`src/rtl/seq_divider_if.sv`:
```
// Request/response bundle between the execute stage and the sequential divider.
// The stage drives the request side; the divider drives status and result.
interface seq_divider_if #(
    parameter int WIDTH = 32
);
    logic             start;
    logic [4:0]       control;
    logic [WIDTH-1:0] A;
    logic [WIDTH-1:0] B;
    logic             busy;
    logic             done;
    logic [WIDTH-1:0] result;
    logic             zero;

    modport master (
        output start, control, A, B,
        input  busy, done, result, zero
    );

    modport slave (
        input  start, control, A, B,
        output busy, done, result, zero
    );
endinterface

```
`src/rtl/seq_divider.sv`:
```
// Multi-cycle restoring divider for DIV/DIVU/REM/REMU.
// One quotient bit per clock; B==0 and signed overflow finish at acceptance.
module seq_divider #(
    parameter int WIDTH = 32
) (
    input logic         clk,
    input logic         rst_n,
    seq_divider_if.slave bus
);
    localparam int CW = (WIDTH > 1) ? $clog2(WIDTH) : 1;
    localparam logic [4:0] OP_DIV  = 5'b01110;
    localparam logic [4:0] OP_DIVU = 5'b01111;
    localparam logic [4:0] OP_REM  = 5'b10000;
    localparam logic [4:0] OP_REMU = 5'b10001;
    localparam logic [WIDTH-1:0] MIN_NEG = {1'b1, {(WIDTH-1){1'b0}}};

    typedef enum logic [1:0] {
        IDLE,
        CALC,
        DONE
    } state_t;

    state_t           state;
    logic             busy_q;
    logic             done_q;
    logic [WIDTH-1:0] result_q;
    logic [WIDTH:0]   rem;
    logic [WIDTH-1:0] quo;
    logic [WIDTH-1:0] dvs;
    logic [CW-1:0]    count;
    logic             q_neg;
    logic             r_neg;
    logic             is_rem;

    logic             op_ok;
    logic             op_sgn;
    logic             op_rem;
    logic             accept;
    logic             a_neg;
    logic             b_neg;
    logic [WIDTH-1:0] a_mag;
    logic [WIDTH-1:0] b_mag;
    logic             div_zero;
    logic             ovf;
    logic [WIDTH-1:0] spec_res;
    logic [WIDTH:0]   shifted;
    logic [WIDTH:0]   diff;
    logic             fits;
    logic [WIDTH:0]   rem_nx;
    logic [WIDTH-1:0] quo_nx;
    logic [WIDTH-1:0] q_fin;
    logic [WIDTH-1:0] r_fin;
    logic             last;

    always_comb begin
        op_ok  = 1'b0;
        op_sgn = 1'b0;
        op_rem = 1'b0;
        unique case (1'b1)
            (bus.control == OP_DIV):  begin op_ok = 1'b1; op_sgn = 1'b1; end
            (bus.control == OP_DIVU): begin op_ok = 1'b1; end
            (bus.control == OP_REM):  begin op_ok = 1'b1; op_sgn = 1'b1; op_rem = 1'b1; end
            (bus.control == OP_REMU): begin op_ok = 1'b1; op_rem = 1'b1; end
            default: ;
        endcase
    end

    assign accept   = bus.start && op_ok && (state != CALC);
    assign a_neg    = op_sgn && bus.A[WIDTH-1];
    assign b_neg    = op_sgn && bus.B[WIDTH-1];
    assign a_mag    = a_neg ? -bus.A : bus.A;
    assign b_mag    = b_neg ? -bus.B : bus.B;
    assign div_zero = (bus.B == '0);
    assign ovf      = op_sgn && (bus.A == MIN_NEG) && (bus.B == '1);

    always_comb begin
        if (div_zero)
            spec_res = op_rem ? bus.A : '1;
        else
            spec_res = op_rem ? '0 : bus.A;
    end

    // Shift the next dividend bit in; keep the trial difference if it is non-negative.
    assign shifted = {rem[WIDTH-1:0], quo[WIDTH-1]};
    assign diff    = shifted - {1'b0, dvs};
    assign fits    = !diff[WIDTH];
    assign rem_nx  = fits ? diff : shifted;
    assign quo_nx  = {quo[WIDTH-2:0], fits};
    assign q_fin   = q_neg ? -quo_nx : quo_nx;
    assign r_fin   = r_neg ? -rem_nx[WIDTH-1:0] : rem_nx[WIDTH-1:0];
    assign last    = (count == CW'(WIDTH - 1));

    always_ff @(posedge clk or negedge rst_n) begin
        if (!rst_n) begin
            state    <= IDLE;
            busy_q   <= 1'b0;
            done_q   <= 1'b0;
            result_q <= '0;
            rem      <= '0;
            quo      <= '0;
            dvs      <= '0;
            count    <= '0;
            q_neg    <= 1'b0;
            r_neg    <= 1'b0;
            is_rem   <= 1'b0;
        end else begin
            unique case (state)
                IDLE, DONE: begin
                    if (accept && (div_zero || ovf)) begin
                        state    <= DONE;
                        busy_q   <= 1'b0;
                        done_q   <= 1'b1;
                        result_q <= spec_res;
                    end else if (accept) begin
                        state  <= CALC;
                        busy_q <= 1'b1;
                        done_q <= 1'b0;
                        rem    <= '0;
                        quo    <= a_mag;
                        dvs    <= b_mag;
                        count  <= '0;
                        q_neg  <= a_neg ^ b_neg;
                        r_neg  <= a_neg;
                        is_rem <= op_rem;
                    end else begin
                        state  <= IDLE;
                        busy_q <= 1'b0;
                        done_q <= 1'b0;
                    end
                end
                CALC: begin
                    rem   <= rem_nx;
                    quo   <= quo_nx;
                    count <= count + 1'b1;
                    if (last) begin
                        state    <= DONE;
                        busy_q   <= 1'b0;
                        done_q   <= 1'b1;
                        result_q <= is_rem ? r_fin : q_fin;
                    end
                end
                default: begin
                    state  <= IDLE;
                    busy_q <= 1'b0;
                    done_q <= 1'b0;
                end
            endcase
        end
    end

    assign bus.busy   = busy_q;
    assign bus.done   = done_q;
    assign bus.result = result_q;
    assign bus.zero   = (result_q == '0);
endmodule

```
`src/flat_wrapper.sv`:
```
// flat-port wrapper written by rule: the top's interface ports become plain ports
module seq_divider_flat 
#(
    parameter int WIDTH = 32
)
  (clk, rst_n, bus_start, bus_control, bus_A, bus_B, bus_busy, bus_done, bus_result, bus_zero);
  seq_divider_if #(.WIDTH(WIDTH)) bus_i ();
  input logic clk;
  input logic rst_n;
  input wire logic [$bits(bus_i.start)-1:0] bus_start;
  input wire logic [$bits(bus_i.control)-1:0] bus_control;
  input wire logic [$bits(bus_i.A)-1:0] bus_A;
  input wire logic [$bits(bus_i.B)-1:0] bus_B;
  output wire logic [$bits(bus_i.busy)-1:0] bus_busy;
  output wire logic [$bits(bus_i.done)-1:0] bus_done;
  output wire logic [$bits(bus_i.result)-1:0] bus_result;
  output wire logic [$bits(bus_i.zero)-1:0] bus_zero;
  assign bus_i.start = bus_start;
  assign bus_i.control = bus_control;
  assign bus_i.A = bus_A;
  assign bus_i.B = bus_B;
  assign bus_busy = bus_i.busy;
  assign bus_done = bus_i.done;
  assign bus_result = bus_i.result;
  assign bus_zero = bus_i.zero;
  seq_divider #(.WIDTH(WIDTH)) u_core (.clk(clk), .rst_n(rst_n), .bus(bus_i));
endmodule
```
`config.mk`:
```
export PLATFORM = sky130hd
export DESIGN_NAME = seq_divider_flat
export DESIGN_NICKNAME = d
export VERILOG_FILES = /design/src/rtl/seq_divider_if.sv /design/src/rtl/seq_divider.sv /design/src/flat_wrapper.sv
export SDC_FILE = /design/constraint.sdc
export NUM_CORES = 1
export LEC_CHECK = 0
export BUFFER_PORTS_ARGS = -buffer_cell sky130_fd_sc_hd__buf_2
export CAP_MARGIN = 20
export CORE_MARGIN = 2
export CORE_UTILIZATION = 60
export CTS_BUF_LIST = sky130_fd_sc_hd__clkbuf_4 sky130_fd_sc_hd__clkbuf_8
export CTS_CLUSTER_SIZE = 20
export DETAILED_ROUTE_END_ITERATION = 6
export PLACE_DENSITY_LB_ADDON = 0.05
export SLEW_MARGIN = 30
export SYNTH_ARGS = -nofsm -noshare
export SYNTH_HDL_FRONTEND = slang
export SYNTH_SLANG_ARGS = --single-unit
export TNS_END_PERCENT = 20
```
`constraint.sdc`:
```
create_clock -name clk -period 5.45 [get_ports clk]
set_clock_uncertainty 0.2 [all_clocks]
set_input_delay 1.09 -clock clk [delete_from_list [all_inputs] [get_ports clk]]
set_output_delay 1.09 -clock clk [all_outputs]
set_load 0.005 [all_outputs]
```
* Word-level counts from Yosys, hierarchy flattened
Cells that the tools add are included.
Widths: inputs -> output; s select.
** Storage, ports and cells
- Register bits :: 140
- Output and inout port bits :: 35
- Logic and storage cells :: 88
** Cells by class
- $add $sub $neg :: 6
- Equality and inequality tests :: 14
- Mux-type cells :: 35
- Bitwise operators :: 2
- Reductions and logical operators :: 20
** Operator list (number)
- $mux 32 :: 15
- $pmux 32 s2 :: 3
- $neg 32->32 :: 4
- $eq 32x32->1 const B :: 2
- $logic_not 32->1 :: 2
- $sub 33x32->33 :: 1
- $eq 5x5->1 const B :: 3
- $eq 5x4->1 const B :: 2
- $mux 5 :: 2
- $pmux 5 s2 :: 1
- $mux 1 :: 9
- $reduce_and 3->1 :: 3
- $ne 2x1->1 const B :: 4
- $logic_and 1x1->1 :: 7
- $reduce_or 2->1 :: 3
- $add 5x1->5 const B :: 1
- $mux 2 :: 2
- $pmux 1 s2 :: 2
- $pmux 2 s2 :: 1
- $reduce_or 4->1 :: 1
- $eq 2x1->1 const B :: 1
- $eq 2x2->1 const B :: 1
- $logic_not 2->1 :: 1
- $ne 2x2->1 const B :: 1
- other kinds (5) :: 5

* Longest topological paths before layout
Gate-level depths: netlist (run 1).
- Depth in word-level cells :: 9
- Depth in mapped cells :: 23

* Worst setup path after synthesis (run 1)
No wires, ideal clock.
- Kind :: reg-to-reg
- From :: register u_core.quo[31]
- To :: register u_core.result_q[28] (netlist: u_core.bus.result[28])
- Arrival :: 4715 ps
- Path slack :: 431 ps
- Cell stages (with the launch flop) :: 23
- Buffers on the path :: 2
- Cell sequence :: dfrtp_1 > inv_1 > ha_1 > fa_1 > nor2b_4 > o31a_4 > o21a_1 > a21o_4 > a31oi_4 > xnor2_4 > inv_4 > buf_4 > buf_2 > ha_1 > nand2b_1 > or4_1 > or3_1 > or4_1 > o21ai_0 > xor2_1 > o311ai_0 > o21ai_0 > o41ai_2
** On the way
- Word-level cells in the longest chain between the ends :: 7
- Elaborated cells on any way between the ends :: 10
- Those cells by class :: add/sub: 3; mux: 6; reduce/logical: 1
** RTL lines
- start, declared :: RTL line seq_divider.sv:28 : logic [WIDTH-1:0] quo;
- start signal, assigned :: RTL line seq_divider.sv:119 : quo <= a_mag;
- start signal, assigned :: RTL line seq_divider.sv:133 : quo <= quo_nx;
- $sub 33x32->33 :: RTL line seq_divider.sv:85 : assign diff = shifted - {1'b0, dvs};
- $mux 32 / $logic_not 1->1 (equally long branches) :: RTL line seq_divider.sv:87, seq_divider.sv:86
- $neg 32->32, on equally long branches :: RTL line seq_divider.sv:90, seq_divider.sv:89
- $mux 32, on equally long branches :: RTL line seq_divider.sv:90, seq_divider.sv:89
- $mux 32 * :: RTL line seq_divider.sv:139 : result_q <= is_rem ? r_fin : q_fin;
- $mux 32 * :: RTL line seq_divider.sv:135 : if (last) begin
- $pmux 32 s2 * :: RTL line seq_divider.sv:107 : unique case (state)
- end signal, assigned :: RTL line seq_divider.sv:113 : result_q <= spec_res;
- end signal, assigned :: RTL line seq_divider.sv:139
- end, declared :: RTL line seq_divider.sv:26 : logic [WIDTH-1:0] result_q;
Every way passes the cells marked *; elsewhere a longest branch is shown, timed or not. The select of a mux whose other input is x is not followed.
A chain may end at the register's enable or synchronous reset.

* Worst setup path in the final report (run 1)
- From :: register u_core.rem[1]
- To :: register u_core.result_q[28] (netlist: u_core.bus.result[28])
** On the way
- Word-level cells in the longest chain between the ends :: 7
- Elaborated cells on any way between the ends :: 10
- Those cells by class :: add/sub: 3; mux: 6; reduce/logical: 1
** RTL lines
- start, declared :: RTL line seq_divider.sv:27 : logic [WIDTH:0] rem;
- start signal, assigned :: RTL line seq_divider.sv:132 : rem <= rem_nx;
- $sub 33x32->33 :: RTL line seq_divider.sv:85
- $mux 32 / $logic_not 1->1 (equally long branches) :: RTL line seq_divider.sv:87, seq_divider.sv:86
- $neg 32->32, on equally long branches :: RTL line seq_divider.sv:90, seq_divider.sv:89
- $mux 32, on equally long branches :: RTL line seq_divider.sv:90, seq_divider.sv:89
- $mux 32 * :: RTL line seq_divider.sv:139
- $mux 32 * :: RTL line seq_divider.sv:135
- $pmux 32 s2 * :: RTL line seq_divider.sv:107
Marks and branches as above.

==> results, run 1 <==
- The run finished, with violations left.
- The checks that failed: design-rule violations.
- The part of the Yosys area used for sequential elements is between 20% and 30%.
- The met1 layer usage reported by global route is between 40% and 50%.
- The total vias in the final route is 11800.
- The number of max-capacitance violations reported is 0.
- The first global-routing pass estimated 56.8 mm of wire.
- In the routed design, unresolved DRC markers number 1.
- The post-synth design cell area is approximately 12000 µm².
- The post-route clock period utilization is 95.4%.
- The floorplan step defined a die boundary enclosing roughly 21000 µm².
- Counting flops with a built-in enable in the synthesized netlist gives 0.
- The width of the chip is approximately 140 µm.
- The total overflow left after global routing is 0.
- The worst setup path is launched from a register.
- At the worst endpoint, the required time is 5.61 ns.
- The clock latency reported for the late side of the worst-skew pair is 0.46 ns.
- The worst setup timing slack at the placement stage is approximately 0.27 ns.
- The total global-route track usage is 35.0%.
- The post-synthesis net count is roughly 1600.
- The total number of clock tree sinks is 139.
- The final count of pins violating max slew is 0.
- VDD sags by at most 650 µV.
- The final weighted congestion in routability-driven placement is 0.963.
- The number of antenna violations at the first check in global routing came to 0.
- For the finished layout, the period the worst path requires is about 5.2 ns.
- The clock transition at the registers of the reported paths is 0.09 ns.
- The share of post-route cells with drive strength above 1 is 14.0%.
- The post-synthesis cell type count is 86.
- Across all setup checks in the final design, the least slack found is 0.252 ns.
- Summed over all layers, the routed wires come to 35.7 mm.
- The analysis attributes to cell leakage a power of about 0.0053 µW.
- The die is around 140 µm tall.
- The post-synthesis area per instance is 7.97 µm².
- For met2 alone, demand over resource in global routing was a little under three fifths.
- The via count of the first global-routing pass is approximately 11000.
- The critical path start-end classification is reg -> reg.
- For this run, the leading register cell type out of synthesis is sky130_fd_sc_hd__dfrtp_1.
- The pin count of the biggest net entering global routing is 86.
- Setup repair after global routing left no endpoint under its margin.
- For this configuration, the core starts out at a cell density of 60.6%.
- The via density per instance is 6.50.
- The relative area change from synthesis to final layout is 10.1%.
- For the pin with the worst max-slew slack, the measured transition is 1.00 ns.
- Dividing total power by cell area gives a power density of between 700 and 800 nW/µm².
- The maximum buffer depth of the clock tree is 2.
- The kind of capture point of the worst setup path is a register.
- TritonCTS built the clock tree.
- At the end of the flow, the number of nets in the layout was 1647.
- In this run the worst hold path is classified as reg -> reg.
- The repair_antennas step left the layout with diodes totalling 0.
- The number of nets with antenna violations after routing is 0.
- The synthesized instance count is 1470.
- The wire length per cell after detailed routing is 19.7 µm.
- The register bit count reported by yosys is 139.
- Along the worst path, the maximum fanout reaches 16.
- The data arrival time of the critical path is 5.36 ns.
- In this run the core area contains 51 standard-cell rows.
- The core region is 19300 µm².
- For this run, the top clock speed supported by timing is 192 MHz.
- The first TritonRoute pass finished after 7 iterations.
- Setup violations remaining at the end of the flow were counted as 0.
- Once detailed placement completed, the half-perimeter wirelength came to 26.5 mm.
- The Yosys step of the flow raised 0 warnings.
- The detailed router finished its first iteration with 910 violations.
- The number of buffers added on ports is 106.
- The global-route met3 utilization is 5.40%.
- The proportion of synthesized flip-flops having asynchronous set or reset is 100%.
- The final hold violation count is 0.
- The relative slew slack is 33.3%.
- The root buffer cell chosen for the clock tree is sky130_fd_sc_hd__clkbuf_8.
- The final total negative setup slack is 0 ns.
- For this design the top-level I/O count stands at ~110.
- The routing layer with the top usage in global route is met2.
- The total clock buffers created by CTS is 17.
- The clock tree synthesis step divided the H-tree into 4 levels.
-- cells in the mapped netlist, drive strengths merged (7+ instances only) --
master / count / share of area (%)
a21o: 15 / 1.0
a21boi: 7 / 0.45
buf: 26 / 1.1
a221oi: 12 / 0.90
o21ai: 171 / 7.3
a221o: 33 / 2.8
and2: 21 / 1.1
nand2b: 9 / 0.48
nand4: 22 / 1.2
o221ai: 8 / 0.60
clkbuf: 56 / 1.8
nand2: 133 / 4.3
a211oi: 9 / 0.58
mux2i: 30 / 2.6
o211ai: 9 / 0.58
o31ai: 20 / 1.3
xnor2: 82 / 6.3
or3: 20 / 1.1
nor3: 37 / 1.7
nor4b: 7 / 0.63
o41ai: 17 / 1.6
nand3: 57 / 2.5
nor4: 23 / 1.2
nor2b: 10 / 0.60
a21oi: 116 / 5.0
ha: 39 / 4.2
nor2: 128 / 4.1
a31oi: 15 / 0.93
dfrtp: 139 / 30
and3: 7 / 0.37
inv: 54 / 1.8
xor2: 51 / 3.8
or4: 11 / 0.70
mux2: 8 / 0.77
o21a: 12 / 0.77
-- flip-flops by register name, indices dropped and copies added, names as in the netlist --
signal             flops
u_core.bus.busy        1
u_core.q_neg           1
u_core.state           2
u_core.rem            32
u_core.quo            32
u_core.r_neg           1
u_core.count           5
u_core.bus.result     32
u_core.is_rem          1
u_core.dvs            32
-- final timing paths --
path                                      start  cells after the start               endpoint  slack (ns)
worst max-delay path              u_core.rem[1]                     18  u_core.bus.result[28]        0.25
worst min-delay path            u_core.count[3]                      1        u_core.count[3]        0.30
worst max register to register    u_core.rem[1]                     18  u_core.bus.result[28]        0.25
worst min register to register  u_core.count[3]                      1        u_core.count[3]        0.30
max in group asynchronous                 rst_n                      2         u_core.quo[22]        3.59
min in group asynchronous                 rst_n                      1          u_core.dvs[3]        0.43
-- layer usage --
metal	up-vias	share of wire [%]
li1	5542	-
met1	5711	44
met2	451	46
met3	78	6.7
met4	0	3.0
met5	-	0
-- cells by family after synthesis --
kind of cell,after synthesis,synth area share [%]
AO/OA/AOI/OAI,477,26.5
XOR/XNOR,133,10.1
adder cells (fa/ha/maj),40,4.33
buffers and inverters,136,4.64
flip-flops,139,29.7
multiplexers,38,3.36
AND/OR/NAND/NOR,507,21.4
-- through the flow --
step                cell area (µm²)  util (%)  total power, µW  instances  hold WS (ns)
finish                        12900      66.7             9660       1812         0.298
global route                  12900      66.7            10500       1812         0.311
CTS                           12900      66.5             9540       1812         0.295
detailed placement            12400      64.3             8560       1781         0.280
global placement              12400      64.3             8460       1781         0.268
floorplan                     11700         -             6910       1470         0.249
-- final cells by class --
class / count / area, µm²
sequential: 139 / 3480
fill: 1713 / 6430
inverter: 54 / 205
clock inverter: 14 / 196
clock buffer: 17 / 234
timing repair buffer: 128 / 702
multi-input combinational: 1195 / 7750
tap: 265 / 332
-- repair_timing --
action                     in CTS  in global routing
setup endpoints to repair       0                  7
hold buffers                    0                  0
buffers inserted                0                  0
resized for setup               0                  7
-- where the power goes --
group	internal [µW]	leakage (µW)	switching [µW]
Combinational	2590	0.00338	4120
Clock	499	0.000220	445
Sequential	1500	0.00166	513
Total	4580	0.00527	5080
-- critical path, cell delays in order, from the launching register on --
cell and delay, ns:
sky130_fd_sc_hd__dfrtp_1 0.46, sky130_fd_sc_hd__ha_1 0.38, sky130_fd_sc_hd__nor2b_4 0.16, sky130_fd_sc_hd__o31a_4 0.30
sky130_fd_sc_hd__o21a_1 0.24, sky130_fd_sc_hd__a21o_4 0.26, sky130_fd_sc_hd__a31oi_4 0.22, sky130_fd_sc_hd__xnor2_4 0.10
sky130_fd_sc_hd__inv_4 0.18, sky130_fd_sc_hd__ha_1 0.20, sky130_fd_sc_hd__nand2b_1 0.08, sky130_fd_sc_hd__or4_1 0.52
sky130_fd_sc_hd__or3_1 0.44, sky130_fd_sc_hd__or4_1 0.52, sky130_fd_sc_hd__o21ai_1 0.20, sky130_fd_sc_hd__xor2_1 0.09
sky130_fd_sc_hd__o311ai_0 0.27, sky130_fd_sc_hd__o21ai_0 0.18, sky130_fd_sc_hd__o41ai_2 0.08
-- placed cells by master (no fill, tap or decap), types with 9 or more instances in the layout --
master                     count
sky130_fd_sc_hd__mux2i_1      28
sky130_fd_sc_hd__a31oi_1      14
sky130_fd_sc_hd__a21oi_1     112
sky130_fd_sc_hd__ha_1         38
sky130_fd_sc_hd__o41ai_1      14
sky130_fd_sc_hd__nor2_1      127
sky130_fd_sc_hd__buf_2       105
sky130_fd_sc_hd__o21a_1       12
sky130_fd_sc_hd__nor4_1       20
sky130_fd_sc_hd__or3_1        20
sky130_fd_sc_hd__and2_1       20
sky130_fd_sc_hd__xnor2_1      81
sky130_fd_sc_hd__a221oi_1     12
sky130_fd_sc_hd__o31ai_1      18
sky130_fd_sc_hd__nand2_1     132
sky130_fd_sc_hd__xor2_1       51
sky130_fd_sc_hd__a211oi_1      9
sky130_fd_sc_hd__nor3_1       36
sky130_fd_sc_hd__clkbuf_8     17
sky130_fd_sc_hd__a221o_1      33
sky130_fd_sc_hd__o21ai_0     165
sky130_fd_sc_hd__nand3_1      56
sky130_fd_sc_hd__dfrtp_1     138
sky130_fd_sc_hd__o211ai_1      9
sky130_fd_sc_hd__nand4_1      21
sky130_fd_sc_hd__inv_1        52
sky130_fd_sc_hd__or4_1        11
sky130_fd_sc_hd__a21o_1       14
sky130_fd_sc_hd__buf_4        22
Power figures use the tool's default switching activity.
==> run 2, diff against run 1 <==
- CELL_PAD_IN_SITES_DETAIL_PLACEMENT: default -> 0
- CELL_PAD_IN_SITES_GLOBAL_PLACEMENT: default -> 1
- CORE_UTILIZATION: 60 -> 47
==> run 2 against run 1 <==
The run now ends clean. Hold slack got worse by 0.0097 ns. Wire length increased by 4.8%. Total power increased by 0.49%. Maximum frequency increased by 2.3%. Cell count increased by 3.3%. Register-to-register slack improved by 0.12 ns. First-iteration DRC count decreased by 3.3%. Sequential share of layout area decreased by 0.23 points. Non-clock buffer count increased by 1. Critical endpoint is now u_core.bus.result[30].
==> results, run 2 (synthesized netlist as in run 1, its figures left out) <==
- The critical path start-end classification is reg -> reg.
- The library cells used most frequently in the layout, excluding fill and tap cells, are sky130_fd_sc_hd__o21ai_0, sky130_fd_sc_hd__dfrtp_1, sky130_fd_sc_hd__nand2_1, sky130_fd_sc_hd__nor2_1, sky130_fd_sc_hd__a21oi_1.
- The cell depth of the worst setup path is 18.
- The delay of the slowest critical-path stage is between 0.5 and 0.6 ns.
- The maximum buffer depth of the clock tree is 2.
- Counting both buffers and inverters, the worst setup path holds a total of 1.
- The total vias in the final route is 11400.
- At the end of routability-driven placement, the weighted congestion stood at approximately 0.9.
- The first global-routing pass estimated 59.9 mm of wire.
- STA classifies the critical path startpoint as a register.
- The flow ran to the end, and the final reports show no timing, DRC or antenna violations.
- The number of max-capacitance violations reported is 0.
- Data on the critical path arrives at its endpoint at between 5 and 6 ns.
- Static timing analysis puts the maximum clock frequency at 197 MHz.
- The initial core utilization is 48.1%.
- The number of fill cells in the layout is about 2400.
- 0 antenna diodes ended up in the layout.
- The count of routing violations after the opening detailed-route iteration is 880.
- The total number of placement rows is 57.
- The total number of clock tree sinks is 139.
- In the routed layout, each cell is associated on average with a via count of 6.11.
- After routing, the total negative slack on setup checks comes to 0 ns.
- At the pin with the least slew margin, the transition time is approximately 0.86 ns.
- The number of clock buffers added by TritonCTS is 17.
- Relative to the synthesized area, the layout overhead comes to 11.1%.
- The remaining global-route overflow is 0.
- The utilization after layout is 53.4%.
- The floorplan step defined a die boundary enclosing 26200 µm².
- The final count of pins violating max slew is 0.
- The tightest min-delay check is of the in -> async type.
- The via count of the first global-routing pass is 10900.
- After detailed routing, the average wire length per cell comes to 20.0 µm.
- The total global-route track usage is 28.9%.
- The die is 162 µm tall.
- Buffers added to address setup during post-CTS repair amount to 0.
- The number of nets with antenna violations after routing is 0.
- The detailed-router iteration count before antenna repair is 7.
- For this block, the routed nets add up to between 30 and 40 mm of wire.
- The total core area is 24400 µm².
- In the finished design, the share of the clock period the worst path needs comes to 93.2%.
- For this design the ratio of total power to cell area is 746 nW/µm².
- CTS placed an instance of sky130_fd_sc_hd__clkbuf_8 at the clock tree root.
- After layout, the minimum clock period comes to 5.08 ns.
- In this run the worst path has a maximum fanout of 18.
- The final hold violation count is 0.
- Walking the worst path, the cells encountered are ha_1 -> a21oi_1 -> o21ai_1 -> a311oi_1 -> o31ai_2 -> a31oi_4 -> xnor2_4 -> inv_6 -> ha_1 -> nand2b_1 -> or4_1 -> or3_4 -> or4_4 -> o31ai_1 -> xnor2_1 -> nand2b_1 -> a21oi_1 -> a21oi_1.
- The most frequent standard cell in the layout excluding fill and tap cells is sky130_fd_sc_hd__o21ai_0.
- The H-tree was split into 4 levels.
- The number of cells in the design after placement is 1841.
- The completed layout was analyzed and its total power is 9710 µW.
- The kind of cell adding the most delay to the critical path is compound AO/OA/AOI/OAI gates.
- The final standard cell count with taps included and fillers excluded is 1872.
- STA classifies the critical path endpoint as a register.
- Clock-pin slew was measured on the worst setup and hold paths at 0.09 ns.
- The clock reaches the later pin of the worst-skew pair after about 0.47 ns.
- The relative slew slack is ~43%.
- The pin count of the biggest net entering global routing is 86.
- The TritonCTS clock tree is built.
- Cells with a size suffix above 1 make up 14.2% of the layout.
- During placement, the flow inserted port buffers numbering 106.
- Setup violations remaining at the end of the flow were counted as 0.
- For this design the top-level I/O count stands at about 110.
- The standard cell with the maximum stage delay on the critical path is sky130_fd_sc_hd__or4_1.
- The width of the chip is 162 µm.
- At the worst endpoint, the required time is 5.61 ns.
- The number of cells on the worst reg-to-reg path is 18.
- The number of nets in the layout is 1648.
- Summed over all cells, the static leakage comes to between 0.005 and 0.006 µW.
- The number of antenna violations at the first check in global routing is 0.
- The worst-case IR drop observed on VDD is 616 µV.
- After detailed routing, the number of remaining DRC violations is 0.
- After legalization and detailed placement, the total HPWL measured ~28 mm.
- The cell seen most often among critical-path stages is sky130_fd_sc_hd__a21oi_1.
==> run 2: worst reg2reg max path: stages, from the launching register on <==
cell and delay (ns):
sky130_fd_sc_hd__dfrtp_1 0.42, sky130_fd_sc_hd__ha_1 0.38, sky130_fd_sc_hd__a21oi_1 0.32, sky130_fd_sc_hd__o21ai_1 0.16
sky130_fd_sc_hd__a311oi_1 0.35, sky130_fd_sc_hd__o31ai_2 0.14, sky130_fd_sc_hd__a31oi_4 0.26, sky130_fd_sc_hd__xnor2_4 0.11
sky130_fd_sc_hd__inv_6 0.17, sky130_fd_sc_hd__ha_1 0.19, sky130_fd_sc_hd__nand2b_1 0.08, sky130_fd_sc_hd__or4_1 0.52
sky130_fd_sc_hd__or3_4 0.42, sky130_fd_sc_hd__or4_4 0.47, sky130_fd_sc_hd__o31ai_1 0.31, sky130_fd_sc_hd__xnor2_1 0.12
sky130_fd_sc_hd__nand2b_1 0.15, sky130_fd_sc_hd__a21oi_1 0.15, sky130_fd_sc_hd__a21oi_1 0.08
==> run 2: repair_timing <==
action                     CTS  global route
setup endpoints to repair    0             3
hold buffers                 0             0
gates resized for setup      0             7
==> run 2: area by class of cell <==
cell class | instances | area (µm²) | share of cell area [%]
clock buffer | 18 | 248 | 1.90
clock inverter | 13 | 191 | 1.47
inverter | 54 | 208 | 1.60
multi-input combinational | 1195 | 7760 | 59.6
sequential | 139 | 3480 | 26.7
tap | 324 | 405 | 3.11
timing repair buffer | 129 | 722 | 5.55
==> run 2: metrics by stage <==
stage / setup slack [ns] / hold WS (ns) / cell area (µm²)
after global routing: -0.0322 / 0.300 / 13000
after global placement: 0.381 / 0.258 / 12500
after CTS: 0.240 / 0.285 / 13000
after floorplan: 0.431 / 0.249 / 11700
after detailed placement: 0.269 / 0.268 / 12500
final: 0.368 / 0.289 / 13000
==> run 2: routing by layer <==
metal	up-vias	part of all wire (%)	global-route usage [%]
li1	5535	-	-
met1	5566	46	39.8
met2	297	47	47.4
met3	42	4.9	3.75
met4	0	2.4	8.93
met5	-	0	0
==> run 2: path summary, 6_finish.rpt <==
check | slack (ns) | end | start
min in group clk | 0.29 | u_core.bus.busy | u_core.bus.busy
worst max register to register | 0.37 | u_core.bus.result[30] | u_core.rem[18]
worst max-delay path | 0.37 | u_core.bus.result[30] | u_core.rem[18]
worst min register to register | 0.29 | u_core.bus.busy | u_core.bus.busy
worst min-delay path | 0.29 | u_core.dvs[4] | rst_n
max in group asynchronous | 3.61 | u_core.r_neg | rst_n
==> run 2: power by group <==
part / leakage [µW] / internal, µW / switching (µW)
sequential: 0.00166 / 1500 / 504
clock: 0.000212 / 513 / 458
combinational: 0.00340 / 2590 / 4150
